<file path="src/rtl/uart_program_loader.sv">
// uart_program_loader: receives 8N1 bytes on rx and writes them into CPU
// memory, first INST_BYTES instruction bytes from address 0, then PIXEL_BYTES
// pixel bytes from PIXEL_BASE, then releases the CPU.
// Ports:
//   clk            in   system clock, rising edge
//   reset          in   synchronous active-low reset
//   rx             in   UART serial input (idle high, asynchronous)
//   programAddress out  memory write address
//   programByte    out  memory write data
//   programWrEn    out  one-cycle write strobe
//   startProgram   out  high once loading is complete
//   cpuHold        out  high while loading
//   frameError     out  sticky, set on a stop bit sampled low
module uart_program_loader #(
  parameter int unsigned CLKS_PER_BIT = 868,
  parameter int unsigned INST_BYTES   = 202,
  parameter int unsigned PIXEL_BASE   = 256,
  parameter int unsigned PIXEL_BYTES  = 200005
) (
  input  logic        clk,
  input  logic        reset,
  input  logic        rx,
  output logic [31:0] programAddress,
  output logic [7:0]  programByte,
  output logic        programWrEn,
  output logic        startProgram,
  output logic        cpuHold,
  output logic        frameError
);

  localparam int unsigned CNT_W = (CLKS_PER_BIT > 1) ? $clog2(CLKS_PER_BIT) : 1;
  localparam logic [CNT_W-1:0] CNT_HALF = CNT_W'(CLKS_PER_BIT / 2 - 1);
  localparam logic [CNT_W-1:0] CNT_LAST = CNT_W'(CLKS_PER_BIT - 1);
  localparam logic [31:0] INST_N   = 32'(INST_BYTES);
  localparam logic [31:0] PIX_N    = 32'(PIXEL_BYTES);
  localparam logic [31:0] PIX_BASE = 32'(PIXEL_BASE);

  typedef enum logic [1:0] {RX_IDLE, RX_START, RX_DATA, RX_STOP} rx_state_t;
  typedef enum logic [1:0] {LD_INST, LD_PIX, LD_RUN} ld_state_t;

  // With no instruction bytes the loader begins directly in the pixel region.
  localparam ld_state_t   LD_INIT   = (INST_BYTES == 0) ? LD_PIX : LD_INST;
  localparam logic [31:0] ADDR_INIT = (INST_BYTES == 0) ? PIX_BASE : 32'd0;

  logic             r_rx_meta;
  logic             r_rxs;
  rx_state_t        r_rx_state;
  rx_state_t        w_rx_state_nxt;
  logic [CNT_W-1:0] r_clk_cnt;
  logic [2:0]       r_bit_idx;
  logic [7:0]       r_shift;
  logic             r_byte_valid;
  logic [7:0]       r_byte;
  logic             r_frame_err;
  logic             w_cnt_clr;
  logic             w_shift_en;
  logic             w_byte_done;
  logic             w_stop_bad;

  ld_state_t        r_ld_state;
  ld_state_t        w_ld_state_nxt;
  logic             w_accept;
  logic [31:0]      r_addr;
  logic [31:0]      r_count;
  logic [31:0]      r_prog_addr;
  logic [7:0]       r_prog_byte;
  logic             r_wr_en;
  logic             r_start;
  logic             r_hold;

  // Two-flop synchroniser for the asynchronous rx line.
  always_ff @(posedge clk) begin
    if (!reset) begin
      r_rx_meta <= 1'b1;
      r_rxs     <= 1'b1;
    end else begin
      r_rx_meta <= rx;
      r_rxs     <= r_rx_meta;
    end
  end

  // RX state register.
  always_ff @(posedge clk) begin
    if (!reset) r_rx_state <= RX_IDLE;
    else        r_rx_state <= w_rx_state_nxt;
  end

  // RX next state and sampling strobes.
  always_comb begin
    w_rx_state_nxt = r_rx_state;
    w_cnt_clr      = 1'b0;
    w_shift_en     = 1'b0;
    w_byte_done    = 1'b0;
    w_stop_bad     = 1'b0;
    case (r_rx_state)
      RX_IDLE: begin
        w_cnt_clr = 1'b1;
        if (!r_rxs) w_rx_state_nxt = RX_START;
      end
      RX_START: begin
        // Re-check mid start bit so short low pulses are rejected.
        if (r_clk_cnt == CNT_HALF) begin
          w_cnt_clr      = 1'b1;
          w_rx_state_nxt = r_rxs ? RX_IDLE : RX_DATA;
        end
      end
      RX_DATA: begin
        if (r_clk_cnt == CNT_LAST) begin
          w_cnt_clr  = 1'b1;
          w_shift_en = 1'b1;
          if (r_bit_idx == 3'd7) w_rx_state_nxt = RX_STOP;
        end
      end
      RX_STOP: begin
        if (r_clk_cnt == CNT_LAST) begin
          w_cnt_clr      = 1'b1;
          w_rx_state_nxt = RX_IDLE;
          if (r_rxs) w_byte_done = 1'b1;
          else       w_stop_bad  = 1'b1;
        end
      end
      default: w_rx_state_nxt = RX_IDLE;
    endcase
  end

  // RX datapath: bit timer, shift register, byte strobe, framing error.
  always_ff @(posedge clk) begin
    if (!reset) begin
      r_clk_cnt    <= '0;
      r_bit_idx    <= 3'd0;
      r_shift      <= 8'd0;
      r_byte_valid <= 1'b0;
      r_byte       <= 8'd0;
      r_frame_err  <= 1'b0;
    end else begin
      r_clk_cnt    <= w_cnt_clr ? '0 : CNT_W'(r_clk_cnt + 1'b1);
      r_byte_valid <= w_byte_done;
      if (r_rx_state != RX_DATA) r_bit_idx <= 3'd0;
      else if (w_shift_en)       r_bit_idx <= r_bit_idx + 3'd1;
      if (w_shift_en)  r_shift <= {r_rxs, r_shift[7:1]};
      if (w_byte_done) r_byte  <= r_shift;
      if (w_stop_bad)  r_frame_err <= 1'b1;
    end
  end

  // Loader state register.
  always_ff @(posedge clk) begin
    if (!reset) r_ld_state <= LD_INIT;
    else        r_ld_state <= w_ld_state_nxt;
  end

  // Loader next state; the region switch happens on its last write.
  always_comb begin
    w_ld_state_nxt = r_ld_state;
    w_accept       = 1'b0;
    case (r_ld_state)
      LD_INST: begin
        if (r_byte_valid) begin
          w_accept = 1'b1;
          if (32'(r_count + 32'd1) == INST_N)
            w_ld_state_nxt = (PIX_N == 32'd0) ? LD_RUN : LD_PIX;
        end
      end
      LD_PIX: begin
        if (r_byte_valid) begin
          w_accept = 1'b1;
          if (32'(r_count + 32'd1) == PIX_N) w_ld_state_nxt = LD_RUN;
        end
      end
      default: w_ld_state_nxt = LD_RUN;
    endcase
  end

  // Loader datapath and registered outputs.
  always_ff @(posedge clk) begin
    if (!reset) begin
      r_addr      <= ADDR_INIT;
      r_count     <= 32'd0;
      r_prog_addr <= 32'd0;
      r_prog_byte <= 8'd0;
      r_wr_en     <= 1'b0;
      r_start     <= 1'b0;
      r_hold      <= 1'b1;
    end else begin
      r_wr_en <= w_accept;
      if (w_accept) begin
        r_prog_addr <= r_addr;
        r_prog_byte <= r_byte;
        if (w_ld_state_nxt != r_ld_state) begin
          r_addr  <= PIX_BASE;
          r_count <= 32'd0;
        end else begin
          r_addr  <= r_addr + 32'd1;
          r_count <= r_count + 32'd1;
        end
      end
      // Follows the state one cycle late, i.e. the cycle after the last write.
      r_start <= (r_ld_state == LD_RUN);
      r_hold  <= (r_ld_state != LD_RUN);
    end
  end

  assign programAddress = r_prog_addr;
  assign programByte    = r_prog_byte;
  assign programWrEn    = r_wr_en;
  assign startProgram   = r_start;
  assign cpuHold        = r_hold;
  assign frameError     = r_frame_err;

endmodule

</file>
<file path="config.mk">
export PLATFORM = sky130hd
export DESIGN_NAME = uart_program_loader
export DESIGN_NICKNAME = d
export VERILOG_FILES = /design/src/rtl/uart_program_loader.sv
export SDC_FILE = /design/constraint.sdc
export NUM_CORES = 1
export LEC_CHECK = 0
export ABC_CLOCK_PERIOD_IN_PS = 2600
export CORE_UTILIZATION = 53
export DETAILED_ROUTE_END_ITERATION = 16
export PLACE_DENSITY = 0.87
export SLEW_MARGIN = 40
export SYNTH_ARGS = -nofsm -noshare
export SYNTH_HDL_FRONTEND = slang
export SYNTH_SLANG_ARGS = --single-unit
</file>
<file path="constraint.sdc">
create_clock -name clk -period 2.6 [get_ports clk]
set_input_delay 0.52 -clock clk [delete_from_list [all_inputs] [get_ports clk]]
set_output_delay 0.52 -clock clk [all_outputs]
set_load 0.1 [all_outputs]
</file>
After elaboration in Yosys (flattened, before gate mapping)
Index checks and enable logic that the tools add are counted.
W data, S select, Z words.
- bits in registers: 144
- input port bits: 3
- $add $sub $neg: 4
- equal/unequal tests: 18
- mux-type cells: 26
- bitwise gates (word level): 1
- reductions and logical operators: 7
- operators by type and width (cell ; number):
    $add A32 B1 Y32 const B ; 2
    $mux W32 ; 2
    $eq A32 B18 Y1 const B ; 1
    $eq A32 B8 Y1 const B ; 1
    $mux W2 ; 10
    $ne A2 B2 Y1 const B ; 7
    $mux W1 ; 11
    $add A10 B1 Y10 const B ; 1
    $eq A10 B10 Y1 const B ; 1
    $eq A10 B9 Y1 const B ; 1
    $pmux W2 S4 ; 1
    $reduce_or A2 Y1 ; 4
    $eq A2 B2 Y1 const B ; 3
    $reduce_and A5 Y1 ; 1
    $eq A2 B1 Y1 const B ; 2
    $logic_not A2 Y1 ; 2
    $pmux W2 S2 ; 1
    $add A3 B1 Y3 const B ; 1
    $eq A3 B3 Y1 const B ; 1
    $pmux W1 S3 ; 1
    $ne A2 B2 Y1 ; 1
    $not A1 Y1 ; 1

Longest topological paths before layout
- depth after elaboration: 7
- mapped depth: 11

Worst setup path before layout
OpenSTA, ideal clock, no wires.
- kind: reg-to-reg
- from: reg r_count[10]
- to: reg r_addr[2]
- data arrival time: 2563 ps
- path slack: -83 ps
- cell stages (with the launch flop): 12
- path buffers: 3
- path through: dfxtp_1 > buf_4 > nand4_2 > buf_6 > or4_1 > xor2_1 > o21ai_0 > nor4_4 > o2111ai_4 > o21ai_4 > buf_6 > nor3b_2
- cells in the longest elaborated chain, start to end: 7
- elaborated cells between the ends (all ways): 10
- classes of those cells: add/sub: 1; eq/ne: 3; mux: 6
- ends and longest elaborated chain (item ; RTL line ; source):
    start: declaration ; 64 ; logic [31:0] r_count;
    start signal: assignment ; 194 ; r_count <= r_count + 32'd1;
    $add A32 B1 Y32 (*) ; 160, 167 ;
    $eq A32 B18 Y1 or $eq A32 B8 Y1 (tied branches) ; 167, 160 ;
    $mux W2 (on tied branches) ; 167, 160 ;
    $mux W2 (on tied branches) ; 165, 158 ;
    $pmux W2 S2 (*) ; 156 ; case (r_ld_state)
    $ne A2 B2 Y1 (*) ; 189 ; if (w_ld_state_nxt != r_ld_state) begin
    $mux W32 (*) ; 189 ;
    end signal: assignment ; 193 ; r_addr <= r_addr + 32'd1;
    end: declaration ; 63 ; logic [31:0] r_addr;
Every way passes the cells marked *; elsewhere a longest branch is shown, timed or not.
A chain may end at the register's enable or synchronous reset.

Worst setup path in the final report
- from: reg r_count[1]
- to: reg r_addr[14]
Same word-level chain as after synthesis.

==> out/summary.log <==
qor: synth.post_synth_and_or_nand_nor_area_fraction 31.4%
qor: detailed_routing.drtAntennaViolNets 0
qor: placement.placer_congestion 0.938
qor: synth.synth_xor_area_share 8.83%
qor: timing.timing_max_transition_violations_final 0
qor: power.ir_drop 0.575 mV
qor: cells_and_area.post_route_cells_drive_above_1_share 26.2%
qor: timing.clock.fmax 348 MHz
qor: synth.synth_edf_count 0
qor: run.drv.max_cap_violation_count 0
qor: synth.post_synth_instance_area 6840 µm²
qor: placement.placement.io_buffers 46
qor: detailed_routing.drt_iter0_drc 718
qor: timing.finalWorstPathRequiredPeriod 2.87 ns
qor: synth.yosys.area_share.adder 1.46%
qor: synth.postSynthCellCount 835
qor: timing.tightest_slew 0.586 ns
qor: cells_and_area.antenna-diode-count 0
qor: power.power.density_cell_area 561 nW/µm²
qor: status.status complete, but fails checks
qor: synth.dominant_combinational_cell_family_by_area_after_synthesis simple AND/OR/NAND/NOR gates
qor: detailed_routing.length_of_the_first_detailed_routing_pass_in_iterations 5
qor: setup_path.crit_path_cell_trace ha_4 -> nand4_1 -> buf_4 -> or3_4 -> mux2i_2 -> nand3_2 -> nor4_4 -> o2111ai_4 -> o21ai_4 -> buf_6 -> clkbuf_16 -> nor2_2
qor: setup_path.required 2.91 ns
qor: timing.finalHoldViolCount 0
qor: cells_and_area.regArea 2900 µm²
qor: timing.grt_setup_unrepaired true
qor: setup_path.critPathMaxStageDelay 0.37 ns
qor: die.initial_utilization 54.2%
qor: die.floorplan.die_area 13,400 µm²
qor: die.floorplan.io_pins 47
qor: cells_and_area.area_taken_by_multi_input_logic_gates 3810 µm²
qor: cells_and_area.nNetsFinal 938
qor: cts.cts_made_buffers 17
qor: timing.fin_worst_skew 0.0150 ns
qor: global_routing.number_of_global_route_vias_before_repair 5,797
qor: synth.synth_nets 846
qor: detailed_routing.detail_route.wl_per_cell 17.3 µm
qor: status.violated_checks setup timing
qor: timing.finalSetupViolCount 42
qor: die.placeableCoreArea 12,600 µm²
qor: synth.yosys_warnings 0
qor: cts.clk_pin_slew 0.06 ns
qor: setup_path.critical_path_peak_fanout 6
qor: power.power_leakage 3.13 nW
qor: cts.clk_latency_worst_skew_pair 0.43 ns
qor: die.floorplan.rows 41
qor: detailed_routing.route.final.wire_length 19,300 µm
qor: cts.htree_num_levels 4
qor: global_routing.grt_use_total 26.5%
qor: detailed_routing.remaining_drc_errors 0
qor: cts.numClockSinks 144
qor: global_routing.grt_antenna_before_repair 0
qor: detailed_routing.drt-vias-per-instance 5.87
qor: placement.placed_cell_area 7590 µm²
qor: setup_path.startpoint_type flip-flop
qor: cts.tritoncts yes
qor: placement.dp.final_hpwl 10,400 µm
qor: cts.worst_case_clock_buffer_depth 2
qor: timing.layout_worst_path_cycle_share 111%
qor: cells_and_area.layout.cell_area.non_filler 8690 µm²
qor: synth.ys.flop_type dfxtp_1
qor: worst_hold_path.holdCritPathClass reg -> reg
qor: synth.syn_area_per_cell 8.20 µm²
qor: die.die_w 116 µm
qor: timing.slew_headroom 59.8%
qor: synth.synthMuxAreaShare 1.24%
qor: cts.root_buffer_cell clkbuf_16
qor: die.dieHeight 116 µm
qor: synth.register_bit_total_from_synthesis 144
qor: synth.synth-seq-area-share 42.1%
qor: power.totalPowerFinal 4.88 mW
qor: cells_and_area.syn_to_final_growth 26.9%
qor: cells_and_area.final.fill_count 867
qor: setup_path.crit_path_end_kind flip-flop
qor: placement.post-place-ws -0.0355 ns
qor: global_routing.grt_first_pass_wirelength 27,600 µm
qor: global_routing.maximum_number_of_pins_on_one_net_before_global_route_repair 83
qor: setup_path.worstPathArrival 3.19 ns
qor: synth.synth_compound_area_share 10.0%
qor: synth.post_synth_cell_types 65
qor: timing.final.setup.worst_slack -0.275 ns
qor: detailed_routing.num_vias 6,525
qor: setup_path.setup.worst_path.class reg -> reg
qor: global_routing.grt_overflow_total 0
qor: synth.synth-async-reset-ratio 0%
qor: setup_path.crit_slowest_cell dfxtp_2
final timing paths:
| kind | startpoint | to | slack, ns | depth (start not counted) |
|---|---|---|---|---|
| min | r_rx_meta | r_rxs | 0.43 | 1 |
| max reg2reg | r_count[1] | r_addr[14] | -0.27 | 12 |
| max | r_count[1] | r_addr[14] | -0.27 | 12 |
| min reg2reg | r_rx_meta | r_rxs | 0.43 | 1 |
cell usage in the layout, fill, tap and decap left out, types with 20 or more instances in the layout:
cell	instances
xor2_1	28
nand2_1	155
dfxtp_1	131
clkbuf_16	20
buf_4	107
a21oi_1	71
nor3_1	21
nor2_2	27
nand3_1	36
nor2_1	64
xnor2_1	40
metal layers:
metal / vias to the layer above / routed length [µm] / global-route usage [%]
met1: 3026 / 7480 / 32.5
li1: 3013 / - / -
met2: 381 / 9280 / 44.6
met5: - / 0 / 0
met3: 105 / 1550 / 5.86
met4: 0 / 944 / 11.7
worst max-delay path, delay by kind of cell (launching register included):
family	cells	cell delay, ns
compound gates	2	0.46
buf+inv	3	0.53
fa+ha+maj	1	0.17
simple gates	5	0.98
flops	1	0.37
mux	1	0.23
sequential cells by signal, indices dropped and copies added, names as in the netlist, named ones only:
register and cells:
programAddress 32, programWrEn 1, frameError 1, r_shift 8, r_count 32, r_clk_cnt 10, r_ld_state 2, programByte 8
cpuHold 1, r_bit_idx 3, r_byte_valid 1, startProgram 1, r_rxs 1, r_rx_meta 1, r_addr 32, r_rx_state 1
r_byte 8
power by group:
part,internal [mW],leakage (nW),switching (mW)
clock network,1.53,0.293,0.957
logic,0.0658,1.67,0.0913
registers,2.22,1.17,0.0125
total,3.82,3.13,1.06
cells by family (layout without fill, tap and decap cells):
| family | after synthesis | after routing |
|---|---|---|
| AO/OA/AOI/OAI | 114 | 114 |
| XOR/XNOR | 69 | 69 |
| adder cells (fa/ha/maj) | 8 | 8 |
| buffers and inverters | 71 | 176 |
| flip-flops | 144 | 144 |
| multiplexers | 8 | 8 |
| AND/OR/NAND/NOR | 421 | 421 |
cells in the mapped netlist (5+ instances only):
cell | n | area, µm²
inv_1 | 19 | 71.3
and3_1 | 14 | 87.6
a21oi_1 | 72 | 360
buf_2 | 6 | 30.0
nor4_1 | 12 | 75.1
buf_6 | 6 | 67.6
nand2_1 | 157 | 589
clkbuf_1 | 31 | 116
mux2i_1 | 6 | 60.1
nor2_1 | 67 | 251
buf_4 | 5 | 37.5
o21ai_0 | 14 | 70.1
nor3_2 | 6 | 60.1
and4_1 | 6 | 52.6
ha_1 | 8 | 100
nor3_1 | 22 | 110
nor2_2 | 27 | 169
nand2b_1 | 6 | 37.5
and2_1 | 10 | 62.6
nand4_1 | 18 | 113
nand3_1 | 36 | 180
dfxtp_1 | 144 | 2880
xnor2_1 | 40 | 350
or3_1 | 6 | 37.5
xor2_1 | 29 | 254
repair_timing:
item	4_1_cts	5_1_grt
hold buffers	0	0
endpoints found under the setup margin	36	44
pin swaps	0	22
buffers inserted	4	16
resized for setup	12	51
gates cloned	1	3
final cells by class:
cell class	count	share of cell area, %
multi-input cells	620	43.8
flip-flops and latches	144	33.4
clock inverters	13	1.84
repair buffers	125	12.5
clock buffers	19	5.10
well taps	172	2.48
inverters	19	0.821
through the flow:
step | setup TNS [ns] | hold slack [ns] | utilization (%) | instances
2_1_floorplan | 0 | 0.386 | - | 835
3_3_place_gp | 0 | 0.431 | 60.2 | 1056
3_5_place_dp | -0.201 | 0.425 | 60.2 | 1056
4_1_cts | -0.613 | 0.440 | 65.8 | 1093
5_1_grt | -10.87 | 0.459 | 68.8 | 1112
6_report | -7.81 | 0.430 | 68.8 | 1112
No activity file was read; power rests on OpenSTA's default activity.
